`src/rtl/led_pwm_user_logic_if.sv`:
```
// Register-access bundle between the AXI-Lite slave front end and the LED logic.
interface led_pwm_user_logic_if #(
    parameter int ADDR_WIDTH = 6,
    parameter int DATA_WIDTH = 32
);
    logic                    slv_reg_wren;
    logic [ADDR_WIDTH-1:0]   axi_awaddr;
    logic [DATA_WIDTH-1:0]   S_AXI_WDATA;
    logic [DATA_WIDTH/8-1:0] S_AXI_WSTRB;
    logic [ADDR_WIDTH-1:0]   axi_araddr;
    logic [DATA_WIDTH-1:0]   reg_data_out;

    modport master (
        output slv_reg_wren,
        output axi_awaddr,
        output S_AXI_WDATA,
        output S_AXI_WSTRB,
        output axi_araddr,
        input  reg_data_out
    );

    modport slave (
        input  slv_reg_wren,
        input  axi_awaddr,
        input  S_AXI_WDATA,
        input  S_AXI_WSTRB,
        input  axi_araddr,
        output reg_data_out
    );
endinterface

```
`src/rtl/led_pwm_user_logic.sv`:
```
// Per-channel static / blink / PWM LED driver with a byte-strobed register map.
module led_pwm_user_logic #(
    parameter int C_S_AXI_DATA_WIDTH = 32,
    parameter int C_S_AXI_ADDR_WIDTH = 6,
    parameter int ADDR_LSB           = 2,
    parameter int NUM_LEDS           = 8,
    parameter int PWM_BITS           = 8,
    parameter int PRESCALE_WIDTH     = 16
) (
    input  logic                 S_AXI_ACLK,
    input  logic                 S_AXI_ARESETN,
    led_pwm_user_logic_if.slave  bus,
    output logic [NUM_LEDS-1:0]  LED
);
    localparam int WW = C_S_AXI_ADDR_WIDTH - ADDR_LSB;
    localparam int PW = PRESCALE_WIDTH;
    localparam int MW = 2 * NUM_LEDS;
    localparam int DW = C_S_AXI_DATA_WIDTH;

    logic                en;
    logic                inv;
    logic [NUM_LEDS-1:0] direct;
    logic [MW-1:0]       mode;
    logic [PW-1:0]       prescale;
    logic [PW-1:0]       blink_period;
    logic [PWM_BITS-1:0] duty [NUM_LEDS];

    logic [PW-1:0]       presc_cnt;
    logic [PW-1:0]       blink_cnt;
    logic [PWM_BITS-1:0] pwm_cnt;
    logic                blink_phase;

    logic [WW-1:0]       widx;
    logic [WW-1:0]       ridx;
    logic [DW-1:0]       wd;
    logic [DW-1:0]       bm;
    logic                we_ctrl;
    logic                we_direct;
    logic                we_mode;
    logic                we_presc;
    logic                we_blink;
    logic [NUM_LEDS-1:0] we_duty;
    logic                clr;
    logic                tick;
    logic                blink_wrap;
    logic [NUM_LEDS-1:0] raw;
    logic [DW-1:0]       rdata;
    logic                unused_bits;

    assign widx = bus.axi_awaddr[C_S_AXI_ADDR_WIDTH-1:ADDR_LSB];
    assign ridx = bus.axi_araddr[C_S_AXI_ADDR_WIDTH-1:ADDR_LSB];
    assign wd   = bus.S_AXI_WDATA;

    assign unused_bits = ^{bus.axi_awaddr[ADDR_LSB-1:0],
                           bus.axi_araddr[ADDR_LSB-1:0], wd, bm};

    always_comb begin
        bm = '0;
        for (int b = 0; b < DW / 8; b++) begin
            bm[8*b +: 8] = {8{bus.S_AXI_WSTRB[b]}};
        end
    end

    always_comb begin
        we_ctrl   = 1'b0;
        we_direct = 1'b0;
        we_mode   = 1'b0;
        we_presc  = 1'b0;
        we_blink  = 1'b0;
        we_duty   = '0;
        if (bus.slv_reg_wren) begin
            unique case (1'b1)
                (widx == WW'(0)): we_ctrl   = 1'b1;
                (widx == WW'(1)): we_direct = 1'b1;
                (widx == WW'(2)): we_mode   = 1'b1;
                (widx == WW'(3)): we_presc  = 1'b1;
                (widx == WW'(4)): we_blink  = 1'b1;
                default: begin
                    for (int i = 0; i < NUM_LEDS; i++) begin
                        if (widx == WW'(8 + i)) we_duty[i] = 1'b1;
                    end
                end
            endcase
        end
    end

    // CLR is an action, not state: it never lands in the CTRL register.
    assign clr = we_ctrl & bus.S_AXI_WSTRB[0] & wd[2];

    always_ff @(posedge S_AXI_ACLK or negedge S_AXI_ARESETN) begin
        if (!S_AXI_ARESETN) begin
            en           <= 1'b1;
            inv          <= 1'b0;
            direct       <= '0;
            mode         <= '0;
            prescale     <= '0;
            blink_period <= '0;
            for (int i = 0; i < NUM_LEDS; i++) duty[i] <= '0;
        end else begin
            if (we_ctrl && bus.S_AXI_WSTRB[0]) begin
                en  <= wd[0];
                inv <= wd[1];
            end
            if (we_direct) begin
                direct <= (direct & ~bm[NUM_LEDS-1:0])
                        | (wd[NUM_LEDS-1:0] & bm[NUM_LEDS-1:0]);
            end
            if (we_mode) begin
                mode <= (mode & ~bm[MW-1:0]) | (wd[MW-1:0] & bm[MW-1:0]);
            end
            if (we_presc) begin
                prescale <= (prescale & ~bm[PW-1:0]) | (wd[PW-1:0] & bm[PW-1:0]);
            end
            if (we_blink) begin
                blink_period <= (blink_period & ~bm[PW-1:0])
                              | (wd[PW-1:0] & bm[PW-1:0]);
            end
            for (int i = 0; i < NUM_LEDS; i++) begin
                if (we_duty[i]) begin
                    duty[i] <= (duty[i] & ~bm[PWM_BITS-1:0])
                             | (wd[PWM_BITS-1:0] & bm[PWM_BITS-1:0]);
                end
            end
        end
    end

    // Compares use the registers as they stood before any write this cycle.
    assign tick       = (presc_cnt >= prescale);
    assign blink_wrap = (blink_cnt >= blink_period);

    always_ff @(posedge S_AXI_ACLK or negedge S_AXI_ARESETN) begin
        if (!S_AXI_ARESETN) begin
            presc_cnt   <= '0;
            pwm_cnt     <= '0;
            blink_cnt   <= '0;
            blink_phase <= 1'b0;
        end else if (clr) begin
            presc_cnt   <= '0;
            pwm_cnt     <= '0;
            blink_cnt   <= '0;
            blink_phase <= 1'b0;
        end else if (tick) begin
            presc_cnt <= '0;
            pwm_cnt   <= pwm_cnt + PWM_BITS'(1);
            if (blink_wrap) begin
                blink_cnt   <= '0;
                blink_phase <= ~blink_phase;
            end else begin
                blink_cnt <= blink_cnt + PW'(1);
            end
        end else begin
            presc_cnt <= presc_cnt + PW'(1);
        end
    end

    always_comb begin
        raw = '0;
        for (int i = 0; i < NUM_LEDS; i++) begin
            case (mode[2*i +: 2])
                2'b00:   raw[i] = direct[i];
                2'b01:   raw[i] = blink_phase & direct[i];
                2'b10:   raw[i] = (pwm_cnt < duty[i]);
                default: raw[i] = 1'b0;
            endcase
        end
    end

    always_ff @(posedge S_AXI_ACLK or negedge S_AXI_ARESETN) begin
        if (!S_AXI_ARESETN) begin
            LED <= '0;
        end else begin
            LED <= en ? (raw ^ {NUM_LEDS{inv}}) : '0;
        end
    end

    always_comb begin
        rdata = '0;
        case (ridx)
            WW'(0): rdata[1:0]          = {inv, en};
            WW'(1): rdata[NUM_LEDS-1:0] = direct;
            WW'(2): rdata[MW-1:0]       = mode;
            WW'(3): rdata[PW-1:0]       = prescale;
            WW'(4): rdata[PW-1:0]       = blink_period;
            default: begin
                for (int i = 0; i < NUM_LEDS; i++) begin
                    if (ridx == WW'(8 + i)) rdata[PWM_BITS-1:0] = duty[i];
                end
            end
        endcase
    end

    assign bus.reg_data_out = rdata;
endmodule

```
`src/flat_wrapper.sv`:
```
// flat-port wrapper written by rule: the top's interface ports become plain ports
module led_pwm_user_logic_flat 
#(
    parameter int C_S_AXI_DATA_WIDTH = 32,
    parameter int C_S_AXI_ADDR_WIDTH = 6,
    parameter int ADDR_LSB           = 2,
    parameter int NUM_LEDS           = 8,
    parameter int PWM_BITS           = 8,
    parameter int PRESCALE_WIDTH     = 16
)
  (S_AXI_ACLK, S_AXI_ARESETN, LED, bus_slv_reg_wren, bus_axi_awaddr, bus_S_AXI_WDATA, bus_S_AXI_WSTRB, bus_axi_araddr, bus_reg_data_out);
  led_pwm_user_logic_if #(.ADDR_WIDTH(6), .DATA_WIDTH(32)) bus_i ();
  input  logic S_AXI_ACLK;
  input  logic S_AXI_ARESETN;
  output logic [NUM_LEDS-1:0] LED;
  input wire logic [$bits(bus_i.slv_reg_wren)-1:0] bus_slv_reg_wren;
  input wire logic [$bits(bus_i.axi_awaddr)-1:0] bus_axi_awaddr;
  input wire logic [$bits(bus_i.S_AXI_WDATA)-1:0] bus_S_AXI_WDATA;
  input wire logic [$bits(bus_i.S_AXI_WSTRB)-1:0] bus_S_AXI_WSTRB;
  input wire logic [$bits(bus_i.axi_araddr)-1:0] bus_axi_araddr;
  output wire logic [$bits(bus_i.reg_data_out)-1:0] bus_reg_data_out;
  assign bus_i.slv_reg_wren = bus_slv_reg_wren;
  assign bus_i.axi_awaddr = bus_axi_awaddr;
  assign bus_i.S_AXI_WDATA = bus_S_AXI_WDATA;
  assign bus_i.S_AXI_WSTRB = bus_S_AXI_WSTRB;
  assign bus_i.axi_araddr = bus_axi_araddr;
  assign bus_reg_data_out = bus_i.reg_data_out;
  led_pwm_user_logic #(.C_S_AXI_DATA_WIDTH(C_S_AXI_DATA_WIDTH), .C_S_AXI_ADDR_WIDTH(C_S_AXI_ADDR_WIDTH), .ADDR_LSB(ADDR_LSB), .NUM_LEDS(NUM_LEDS), .PWM_BITS(PWM_BITS), .PRESCALE_WIDTH(PRESCALE_WIDTH)) u_core (.S_AXI_ACLK(S_AXI_ACLK), .S_AXI_ARESETN(S_AXI_ARESETN), .bus(bus_i), .LED(LED));
endmodule
```
`config.mk`:
```
export PLATFORM = sky130hd
export DESIGN_NAME = led_pwm_user_logic_flat
export DESIGN_NICKNAME = d
export VERILOG_FILES = /design/src/rtl/led_pwm_user_logic_if.sv /design/src/rtl/led_pwm_user_logic.sv /design/src/flat_wrapper.sv
export SDC_FILE = /design/constraint.sdc
export NUM_CORES = 1
export LEC_CHECK = 0
export ABC_AREA = 1
export CORE_AREA = 2 2 158 160
export DETAILED_ROUTE_END_ITERATION = 16
export DIE_AREA = 0 0 160 162
export PLACE_DENSITY = 0.62
export RECOVER_POWER = 100
export SLEW_MARGIN = 20
export SYNTH_ARGS = -nofsm -noshare
export SYNTH_HDL_FRONTEND = slang
export SYNTH_SLANG_ARGS = --single-unit
```
`constraint.sdc`:
```
create_clock -name S_AXI_ACLK -period 2.2 [get_ports S_AXI_ACLK]
set_input_delay 0.44 -clock S_AXI_ACLK [delete_from_list [all_inputs] [get_ports S_AXI_ACLK]]
set_output_delay 0.44 -clock S_AXI_ACLK [all_outputs]
set_load 0.005 [all_outputs]
```
Word-level counts from Yosys, hierarchy flattened:

Index checks and enable logic that the tools add are counted.

* add/subtract/negate cells: 3
* multiply operators: 0
* div/mod/pow operators: 0
* $lt $le $gt $ge: 10
* eq/ne operators: 40
* shifts and indexed selects: 0
* muxes and demuxes: 50
* bitwise logic cells: 40
* reduce and logical (&&, ||, !) cells: 15

Operator list (number)
* 2-to-1 mux 8 bit: 13
* AND 8 bit: 10
* 2-to-1 mux 16 bit: 5
* bitwise OR 8 bit: 9
* AND 16 bit: 4
* == test 4 bit (second input constant): 16
* less-than comparator 8 bit: 8
* bitwise OR 16 bit: 3
* adder 16 x 1 -> 16 bit (second input constant): 2
* greater-or-equal comparator 16 bit: 2
* case mux 6 bit (5 select lines): 1
* case mux 1 bit (3 select lines): 8
* case mux 8 bit (3 select lines): 1
* 2-to-1 mux 1 bit: 21
* == test 2 x 1 -> 1 bit (second input constant): 8
* == test 2 bit (second input constant): 8
* == test 4 x 2 -> 1 bit (second input constant): 4
* zero test 2 bit: 8
* inverter 16 bit: 1
* AND 1 bit: 10
* case mux 2 bit (5 select lines): 1
* adder 8 x 1 -> 8 bit (second input constant): 1
* == test 4 x 1 -> 1 bit (second input constant): 2
* == test 4 x 3 -> 1 bit (second input constant): 2
* other kinds (8): 10

* bits in registers: 171
* bits in latches: 0
* RAM bits: 0
* memory bits (read-only): 0
* input port bits: 51
* output and inout bits: 40
* word-level logic and storage cells: 177
* memories kept: 0

Longest topological paths before layout:

Gate-level depths: netlist of run 1.

* word-level depth: 10
* mapped depth: 15
* depth with buffers taken out: 14

Worst setup path after synthesis of run 1:

Ideal clock, no wire load.

* kind: input to output
* start point: input bus_axi_araddr[3]
* end point: output bus_reg_data_out[1]
* data arrival time: 1.404 ns
* path slack: 0.356 ns
* stages: 10
* cell sequence: buf_6 nor2_1 inv_1 nor2_2 nand2_1 nand3_1 nor3_1 nand3_1 nand2_1 nand2_1

* cells in the longest elaborated chain, start to end: 10
* elaborated cells on any way between the ends: 22
* classes of those cells: eq/ne (12); mux (9); reduce/logical (1)

Ends and longest elaborated chain
* from (decl): RTL line flat_wrapper.sv:20 `input wire logic [$bits(bus_i.axi_araddr)-1:0] bus_axi_araddr;`
* == test 4 bit: RTL line led_pwm_user_logic.sv:186 `if (ridx == WW'(8 + i)) rdata[PWM_BITS-1:0] = duty[i];`
* 2-to-1 mux 8 bit (8 in a row): RTL line led_pwm_user_logic.sv:186
* case mux 2 bit (5 select lines) (*): RTL line led_pwm_user_logic.sv:178 `case (ridx)`
* to (decl): RTL line flat_wrapper.sv:21 `output wire logic [$bits(bus_i.reg_data_out)-1:0] bus_reg_data_out;`

Mark *: on every way between the ends. The rest lies on a longest branch, timed or not.

Worst setup path in the final report of run 1:

* start point: input bus_axi_araddr[3]
* end point: output bus_reg_data_out[2]

* cells in the longest elaborated chain, start to end: 10
* elaborated cells on any way between the ends: 22
* classes of those cells: eq/ne (12); mux (9); reduce/logical (1)

Ends and longest elaborated chain (RTL line)
* == test 4 bit: led_pwm_user_logic.sv:186
* 2-to-1 mux 8 bit (8 in a row): led_pwm_user_logic.sv:186
* case mux 6 bit (5 select lines) (*): led_pwm_user_logic.sv:178

Marked as above.

==> results of run 1 <==
## worst paths after layout
check / start / endpoint / slack, ps / depth (start not counted)
setup / recovery: bus_axi_araddr[3] / bus_reg_data_out[2] / 60 / 9
hold / removal: flop / flop / 490 / 2
setup reg to reg: u_core.pwm_cnt[3] / u_core.LED[4] / 170 / 9
hold reg to reg: flop / flop / 490 / 2
max in group asynchronous: S_AXI_ARESETN / u_core.pwm_cnt[5] / 290 / 3
min in group asynchronous: S_AXI_ARESETN / asynchronous set/reset pin / 870 / 2
## power breakdown
group / leakage, nW / switching (W) / internal [W]
sequential: 2.24 / 0.000735 / 0.00373
combinational: 4.02 / 0.00224 / 0.00150
clock: 0.284 / 0.00141 / 0.00172
total: 6.54 / 0.00438 / 0.00695
## cells by family (layout without fill, tap and decap cells)
family,after synthesis,count (layout)
other,1,16
XOR/XNOR,28,28
flip-flops,171,171
buffers and inverters,240,363
AND/OR/NAND/NOR,673,673
AO/OA/AOI/OAI,210,210
adder cells (fa/ha/maj),91,91
## critical path: stages
cell,delay (ps)
buf_4,140
buf_4,150
nor2_2,280
nand3_1,100
o21ai_1,110
a221oi_2,50
buf_4,160
nand2_1,60
clkdlybuf4s15_1,200
## layout make-up
| class | count | share of cell area, % |
|---|---|---|
| multi-input cells | 1018 | 43.9 |
| inverters | 183 | 5.38 |
| flip-flops and latches | 171 | 33.4 |
| clock buffers | 17 | 3.32 |
| repair buffers | 148 | 9.42 |
| clock inverters | 15 | 1.42 |
| well taps | 324 | 3.16 |
## layer usage
metal  vias up  global-route usage [%]
met5         -                       0
met2       255                    38.5
met3        44                    4.55
li1       4794                       -
met1      4551                    35.3
met4         0                    7.08
## timing repair
| action | 4_1_cts | 5_1_grt |
|---|---|---|
| hold buffers | 1 | 0 |
| buffers inserted | 4 | 3 |
| setup endpoints to repair | 16 | 15 |
| endpoints found under the hold margin | 45 | 0 |
| gates resized for setup | 96 | 28 |
| pin swaps | 18 | 17 |
## per-stage QoR
step | cell area [sq um] | hold slack (ps) | TNS [ps] | util, %
after floorplan | 10800 | 144 | 0 | -
after global placement | 12100 | 445 | -11990 | 50.3
after detailed placement | 12100 | 447 | -12150 | 50.3
after CTS | 12900 | 487 | -103 | 53.4
after global routing | 12800 | 509 | 0 | 53.1
final | 12800 | 486 | 0 | 53.1
## cell usage in the layout (no fill, tap or decap), types with 11 or more instances in the layout
cell,count
nand2_1,396
inv_1,173
dfrtp_1,170
o21ai_0,127
nor2_1,109
ha_1,91
nand3_1,87
buf_4,57
a21oi_1,49
xor2_1,23
clkdlybuf4s50_1,20
nand4_1,19
clkbuf_16,17
conb_1,16
clkbuf_2,15
nor3_1,13
dlygate4sd3_1,12
buf_6,11
clkbuf_1,11
==> impl_metrics.tcl, run 1 <==
set metrics [dict create \
    wirelength_met1_um 14800 \
    rows 57 \
    grt_pass1_wl_um 49800 \
    cts_max_level 4 \
    numPortBuffers 52 \
    total_power_w 0.0113 \
    ir_drop_mv 0.533 \
    die_area_sq_um 25900 \
    initial_core_util_pct 44.6 \
    io_pins 91 \
    cp.arrival_ps 1700 \
    ys_seq_elements 171 \
    p_leak_nw 6.54 \
    finalHoldViolCount 0 \
    cp_max_fo 8 \
    dr.first_iter.drc_count 667 \
    slew_headroom_pct 6.78 \
    die_h_um 162 \
    worstSetupEndpointType "output pin" \
    rsz0062_at_grt "no" \
    cts_buffers 17 \
    yosysTopAreaCell "dfrtp_1" \
    ys_top_cells_by_count "408 x nand2_1, 181 x inv_1, 170 x dfrtp_1" \
    syn_to_final_growth_pct 19.2 \
    multiInputGateArea_sq_um 5620 \
    dr_wl_met2_um 13500 \
    synth_flop_cell "dfrtp_1" \
    ff_latch_area_sq_um 4280 \
    cts_tree "done" \
    insertion_delay_ps 440 \
    fin_nets 1681 \
    place_ws_ps -849 \
    slew_viol_final 0 \
    min_period_over_period_pct 97.3 \
    dpl.hpwl_um 23400 \
    core-area_sq_um 24100 \
    p_per_area_nw_per_um2 884 \
    synthArstFlopShare_pct 100 \
    timing.fmax_mhz 467 \
    drc 0 \
    yosysWarnings 0 \
    placedCellCount 1838 \
    critPathLaunchType "input pin" \
    cts_buffer_depth 2 \
    vias 9644 \
    syn_inst 1414 \
    maxCapViolCount 0 \
    dr.pass1.iters 6 \
    diodes 0 \
    status "finished, final reports clean" \
    synth.area.top_cells "dfrtp_1 40%, nand2_1 14%, ha_1 11%, inv_1 6.3%, o21ai_0 5.4%" \
    path_class "input pin to output pin" \
    synth_area_sq_um 10700 \
    avgSynthCellArea_sq_um 7.60 \
    fin_skew_ps 12.3 \
    ys_seq_area_share_pct 39.8 \
    finalCriticalPeriod_ps 2140 \
    antenna_found_initial 0 \
    top_layer_used "met4" \
    cts.sinks 171 \
    grt_max_degree 54 \
    required_ps 1760 \
    synthMuxAreaShare_pct 0 \
    synth-edff-count 0 \
    die_x_um 160 \
    viasPerCell 5.14 \
    routed_wl_um 30800 \
    yosysTopAreaCellShare_pct 39.6 \
    fill_cells 2397 \
    clock-root-buffer "clkbuf_16" \
    synth_top_family_by_area "simple AND/OR/NAND/NOR gates" \
    ant_nets 0 \
    synth_compound_area_share_pct 11.2 \
    first_global_vias 9194 \
    path_clk_slew_ps 60 \
    gp_routability_congestion 0.927 \
    worst_slack_ps 59.0 \
    synthAdderAreaFrac_pct 10.6 \
    min_path_type "flop to flop" \
    setup_violations 0 \
    post-synth-top-count-cell "nand2_1" \
    wl_per_cell_um 16.4 \
    stdcell_count 1876 \
    drive_gt1_share_pct 12.1 \
    grt_overflow_total 0 \
    yosysUniqueCellTypes 41 \
    yosys.area_share.simple_pct 26.4 \
    synthXorXnorAreaFrac_pct 2.28 \
    tightest_slew_ps 1400 \
    track_usage_pct 24.7 \
    wl_met3_um 1790 \
]
Power figures use the tool's default switching activity.
==> run 2: changes to the inputs <==
--- a/config.mk
+++ b/config.mk
@@ -11,6 +11,7 @@
 export DIE_AREA = 0 0 160 162
 export PLACE_DENSITY = 0.62
 export RECOVER_POWER = 100
+export SKIP_LAST_GASP = 1
 export SLEW_MARGIN = 20
 export SYNTH_ARGS = -nofsm -noshare
 export SYNTH_HDL_FRONTEND = slang
==> run 2 against run 1 <==
Compared with the run above: power is 0.33% lower; via count is 0.31% lower; global-route usage stayed put; die area stayed put; critical path depth stayed put; non-clock buffer count is 1 higher; core utilization is 0.17 points lower; worst setup slack worse by 51 ps; largest cell class unchanged; largest power group unchanged.
==> impl_metrics.tcl, run 2 (synthesis gave the netlist of run 1 again) <==
set metrics [dict create \
    status "finished, final reports clean" \
    numPortBuffers 52 \
    worstPathCellList "buf_4 > buf_4 > nor2_2 > nand3_1 > o21ai_1 > a221oi_2 > buf_4 > nand2_1 > dlygate4sd2_1" \
    cp_slowest_stage_delay_ps 300 \
    grt_overflow_total 0 \
    min_period_over_period_pct 99.6 \
    dpl.hpwl_um 23400 \
    cts.sinks 171 \
    cp_max_fo 8 \
    io_pins 91 \
    cts_max_level 4 \
    die_h_um 162 \
    timing.fmax_mhz 456 \
    slew_headroom_pct 7.45 \
    grt_pass1_wl_um 49800 \
    place_ws_ps -849 \
    critPathSlowestCell "nor2_2" \
    cts_tree "done" \
    track_usage_pct 24.7 \
    ir_drop_mv 0.531 \
    critPathLaunchType "input pin" \
    utilization_pct 53.0 \
    rows 57 \
    drc 0 \
    die_x_um 160 \
    p_leak_nw 6.53 \
    critPathMostFrequentCell "buf_4" \
    core-area_sq_um 24100 \
    maxCapViolCount 0 \
    insertion_delay_ps 440 \
    viasPerCell 5.12 \
    dr.pass1.iters 7 \
    fin_nets 1682 \
    slew_viol_final 0 \
    path_clk_slew_ps 70 \
    cts_buffer_depth 2 \
    hold_ws_ps 487 \
    setup_violations 0 \
    worst_slack_ps 7.86 \
    final_common_cell "nand2_1" \
    fin_skew_ps 11.0 \
    p_per_area_nw_per_um2 884 \
    tightest_slew_ps 1390 \
    first_global_vias 9194 \
    final_cell_mix "397 x nand2_1, 174 x inv_1, 170 x dfrtp_1" \
    finalCriticalPeriod_ps 2190 \
    worstSetupEndpointType "output pin" \
    grt_max_degree 54 \
    required_ps 1760 \
    vias 9614 \
    cp.arrival_ps 1750 \
    die_area_sq_um 25900 \
    wl_per_cell_um 16.4 \
    rsz0062_at_grt "yes" \
    finalSetupTns_ps 0 \
    ant_nets 0 \
    cts_buffers 17 \
    clock-root-buffer "clkbuf_16" \
    initial_core_util_pct 44.6 \
    finalHoldViolCount 0 \
    drive_gt1_share_pct 12.0 \
    gp_routability_congestion 0.927 \
    min_path_type "flop to flop" \
    syn_to_final_growth_pct 18.8 \
    antenna_found_initial 0 \
    diodes 0 \
    dr.first_iter.drc_count 575 \
    routed_wl_um 30900 \
    path_class "input pin to output pin" \
]
## run 2: changes by cell type in the layout (fill, tap and decap cells not counted), moves of 2 or more
| cell | change |
|---|---|
| buf_12 | -2 |
| clkdlybuf4s15_1 | -2 |
| inv_2 | -2 |
| clkbuf_4 | +2 |
| buf_4 | +2 |
## run 2: worst max-delay path, delay by kind of cell
family | cells | cell delay, ps
compound gates | 2 | 160
simple gates | 3 | 470
buf+inv | 4 | 680
## run 2: through the flow
step	cell area [sq um]	std cells	power [W]
6_report	12800	1877	0.0113
5_1_grt	12800	1877	0.0122
4_1_cts	12900	1875	0.0114
3_5_place_dp	12100	1838	0.00825
3_3_place_gp	12100	1838	0.00812
2_1_floorplan	10800	1429	0.00678
## run 2: worst paths after layout
| kind | start | endpoint | cells after the start | slack (ps) |
|---|---|---|---|---|
| min | flop | flop | 2 | 490 |
| min in group asynchronous | S_AXI_ARESETN | asynchronous set/reset pin | 2 | 870 |
| max | bus_axi_araddr[3] | bus_reg_data_out[2] | 9 | 8 |
| max reg2reg | u_core.presc_cnt[7] | u_core.pwm_cnt[4] | 10 | 140 |
| min reg2reg | flop | flop | 2 | 490 |
| max in group asynchronous | S_AXI_ARESETN | u_core.pwm_cnt[3] | 3 | 300 |
## run 2: power breakdown
group / total (W) / leakage (nW) / switching [W] / internal (W)
clock: 0.00312 / 0.284 / 0.00140 / 0.00172
sequential: 0.00446 / 2.24 / 0.000734 / 0.00373
combinational: 0.00371 / 4.01 / 0.00223 / 0.00148
## run 2: what timing repair did
| item | 4_1_cts | 5_1_grt |
|---|---|---|
| buffers inserted | 4 | 5 |
| hold endpoints to repair | 45 | 0 |
| pin swaps | 18 | 18 |
| setup endpoints to repair | 16 | 15 |
| resized for setup | 95 | 26 |
| hold buffers | 1 | 0 |
## run 2: layer usage
layer / vias up / GRT usage, % / share of wire, %
li1: 4800 / - / -
met1: 4519 / 35.3 / 48
met2: 254 / 38.5 / 44
met3: 41 / 4.55 / 6.0
met4: 0 / 7.08 / 2.5
met5: - / 0 / 0
## run 2: final cells by class
cell class | count | area (sq um)
fillers | 2402 | 11300
multi-input cells | 1018 | 5600
flip-flops and latches | 171 | 4280
repair buffers | 149 | 1180
inverters | 183 | 692
clock buffers | 17 | 425
well taps | 324 | 405
clock inverters | 15 | 181
==> run 3: changes to the inputs <==
--- a/config.mk
+++ b/config.mk
@@ -6,9 +6,9 @@
 export NUM_CORES = 1
 export LEC_CHECK = 0
 export ABC_AREA = 1
-export CORE_AREA = 2 2 158 160
+export CORE_AREA = 2 2 145 175
 export DETAILED_ROUTE_END_ITERATION = 16
-export DIE_AREA = 0 0 160 162
+export DIE_AREA = 0 0 147 177
 export PLACE_DENSITY = 0.62
 export RECOVER_POWER = 100
 export SKIP_LAST_GASP = 1
==> run 3 against run 2 <==
Compared with the run above: hold slack worse by 2.7 ps; non-clock buffer count is 15 higher; register-to-register slack better by 20 ps; global-route usage is 0.51 points higher; largest cell class unchanged; sequential cell count stayed put.
==> impl_metrics.tcl, run 3 (synthesis gave the netlist of run 1 again) <==
set metrics [dict create \
    cts_tree "done" \
    rows 63 \
    min_path_type "flop to flop" \
    required_ps 1760 \
    insertion_delay_ps 430 \
    tightest_slew_ps 1180 \
    diodes 0 \
    place_area_sq_um 12100 \
    final_common_cell "nand2_1" \
    numPortBuffers 52 \
    dpl.hpwl_um 23900 \
    die_area_sq_um 26000 \
    critPathLaunchType "input pin" \
    cts.sinks 171 \
    seqPwrFrac_pct 40.1 \
    io_pins 91 \
    combPwrFrac_pct 32.6 \
    netSwitchingFraction_pct 38.2 \
    grtUsageMet2_pct 45.1 \
    critPathMostFrequentCell "buf_6" \
    drc 0 \
    fin_nets 1697 \
    wl_per_cell_um 16.8 \
    rsz0062_at_grt "no" \
    grt_max_degree 50 \
    vias 9770 \
    cts_max_level 4 \
    p_per_area_nw_per_um2 869 \
    syn_to_final_growth_pct 20.6 \
    fin_skew_ps 11.0 \
    met1_usage_pct 30.3 \
    first_global_vias 9304 \
    worstPathCellList "buf_6 > buf_6 > nand3_1 > buf_6 > buf_4 > o21ai_0 > a221oi_2 > nand2_1 > buf_2" \
    grt_pass1_wl_um 50400 \
    dr.first_iter.drc_count 579 \
    setup_violations 0 \
    place_ws_ps -878 \
    critPathBufInv 5 \
    die_h_um 177 \
    stdcell_count 1893 \
    internal_power_w 0.00695 \
    viasPerCell 5.16 \
    path_class "input pin to output pin" \
    timing.fmax_mhz 474 \
    status "finished, final reports clean" \
    grt-busiest-layer "met2" \
    cp_top_family "buffers and inverters" \
    die_x_um 147 \
    path_clk_slew_ps 70 \
    placedCellCount 1838 \
    initial_core_util_pct 44.0 \
    finalCriticalPeriod_ps 2110 \
    antenna_found_initial 0 \
    worstSetupEndpointType "output pin" \
    core-area_sq_um 24400 \
    min_period_over_period_pct 95.9 \
    routed_wl_um 31800 \
    clock-root-buffer "clkbuf_16" \
    worst_slack_ps 90.5 \
    cts_buffers 17 \
    cts_buffer_depth 2 \
    ir_drop_mv 0.507 \
    critPathSlowestCell "a221oi_2" \
    hold_ws_ps 485 \
    drive_gt1_share_pct 12.5 \
    slew_headroom_pct 21.6 \
    dr.pass1.iters 5 \
    track_usage_pct 25.2 \
    cp_max_fo 6 \
    final_cell_mix "403 x nand2_1, 171 x inv_1, 170 x dfrtp_1" \
    grt_use_met3_pct 2.99 \
    fill_cells 2398 \
    finalHoldViolCount 0 \
    pwr-share-clk_pct 27.3 \
    ant_nets 0 \
    maxCapViolCount 0 \
    cp.arrival_ps 1670 \
    gp_routability_congestion 0.955 \
    p_leak_nw 6.60 \
    grt_overflow_total 0 \
    power.switching_w 0.00430 \
    final_cell_area_sq_um 13000 \
    cp_slowest_stage_delay_ps 270 \
    slew_viol_final 0 \
]
## run 3: cell count changes in the layout (fill, tap and decap cells not counted), sizes merged
cell         before  now
clkbuf           47   53
clkinvlp          4    3
buf              78   92
inv             189  186
dlygate4sd2       9    8
## run 3: area by class of cell
class                           count  area [sq um]  share of cell area, %
Clock inverter                     11           135                   1.04
Multi-Input combinational cell   1018          5640                   43.6
Timing Repair Buffer              164          1340                   10.4
Clock buffer                       21           450                   3.48
Tap cell                          325           407                   3.14
Inverter                          183           697                   5.38
Sequential cell                   171          4280                   33.0
## run 3: power by group through the flow
| stage | logic (W) | registers (W) | clock network, W |
|---|---|---|---|
| floorplan | 0.00257 | 0.00421 | 0 |
| global placement | 0.00353 | 0.00454 | 0 |
| detailed placement | 0.00363 | 0.00455 | 0 |
| CTS | 0.00371 | 0.00450 | 0.00311 |
| global route | 0.00428 | 0.00457 | 0.00323 |
| finish | 0.00367 | 0.00451 | 0.00307 |
## run 3: final timing paths
kind / to / slack, ps / depth (start not counted) / start
max: bus_reg_data_out[4] / 90 / 9 / bus_axi_araddr[3]
min: flop / 480 / 2 / flop
max reg2reg: u_core.pwm_cnt[3] / 160 / 13 / flop
min reg2reg: flop / 480 / 2 / flop
max in group asynchronous: asynchronous set/reset pin / 290 / 3 / S_AXI_ARESETN
min in group asynchronous: u_core.blink_cnt[12] / 770 / 2 / S_AXI_ARESETN
## run 3: tightest hold or removal path, delay by kind of cell (launching register included)
kind | cells | cell delay [ps]
compound gates | 1 | 60
flops | 1 | 340
simple gates | 1 | 50
## run 3: metal layers
metal / up-vias / routed length [um]
met4: 0 / 1460
met3: 79 / 1230
met2: 259 / 16100
met1: 4611 / 13000
met5: - / 0
li1: 4821 / -
## run 3: per-stage QoR
stage	utilization [%]	setup TNS [ps]	power, W
final	53.0	0	0.0113
after global routing	53.0	0	0.0121
after CTS	53.4	-189	0.0113
after detailed placement	49.6	-11810	0.00817
after global placement	49.6	-11450	0.00807
after floorplan	-	0	0.00678
## run 3: what timing repair did
action                     in CTS  in global routing
pin swaps                      13                 19
hold endpoints to repair       40                  0
setup buffers                  18                  5
hold buffers                    1                  0
gates resized for setup       101                 29
setup endpoints to repair      16                 22
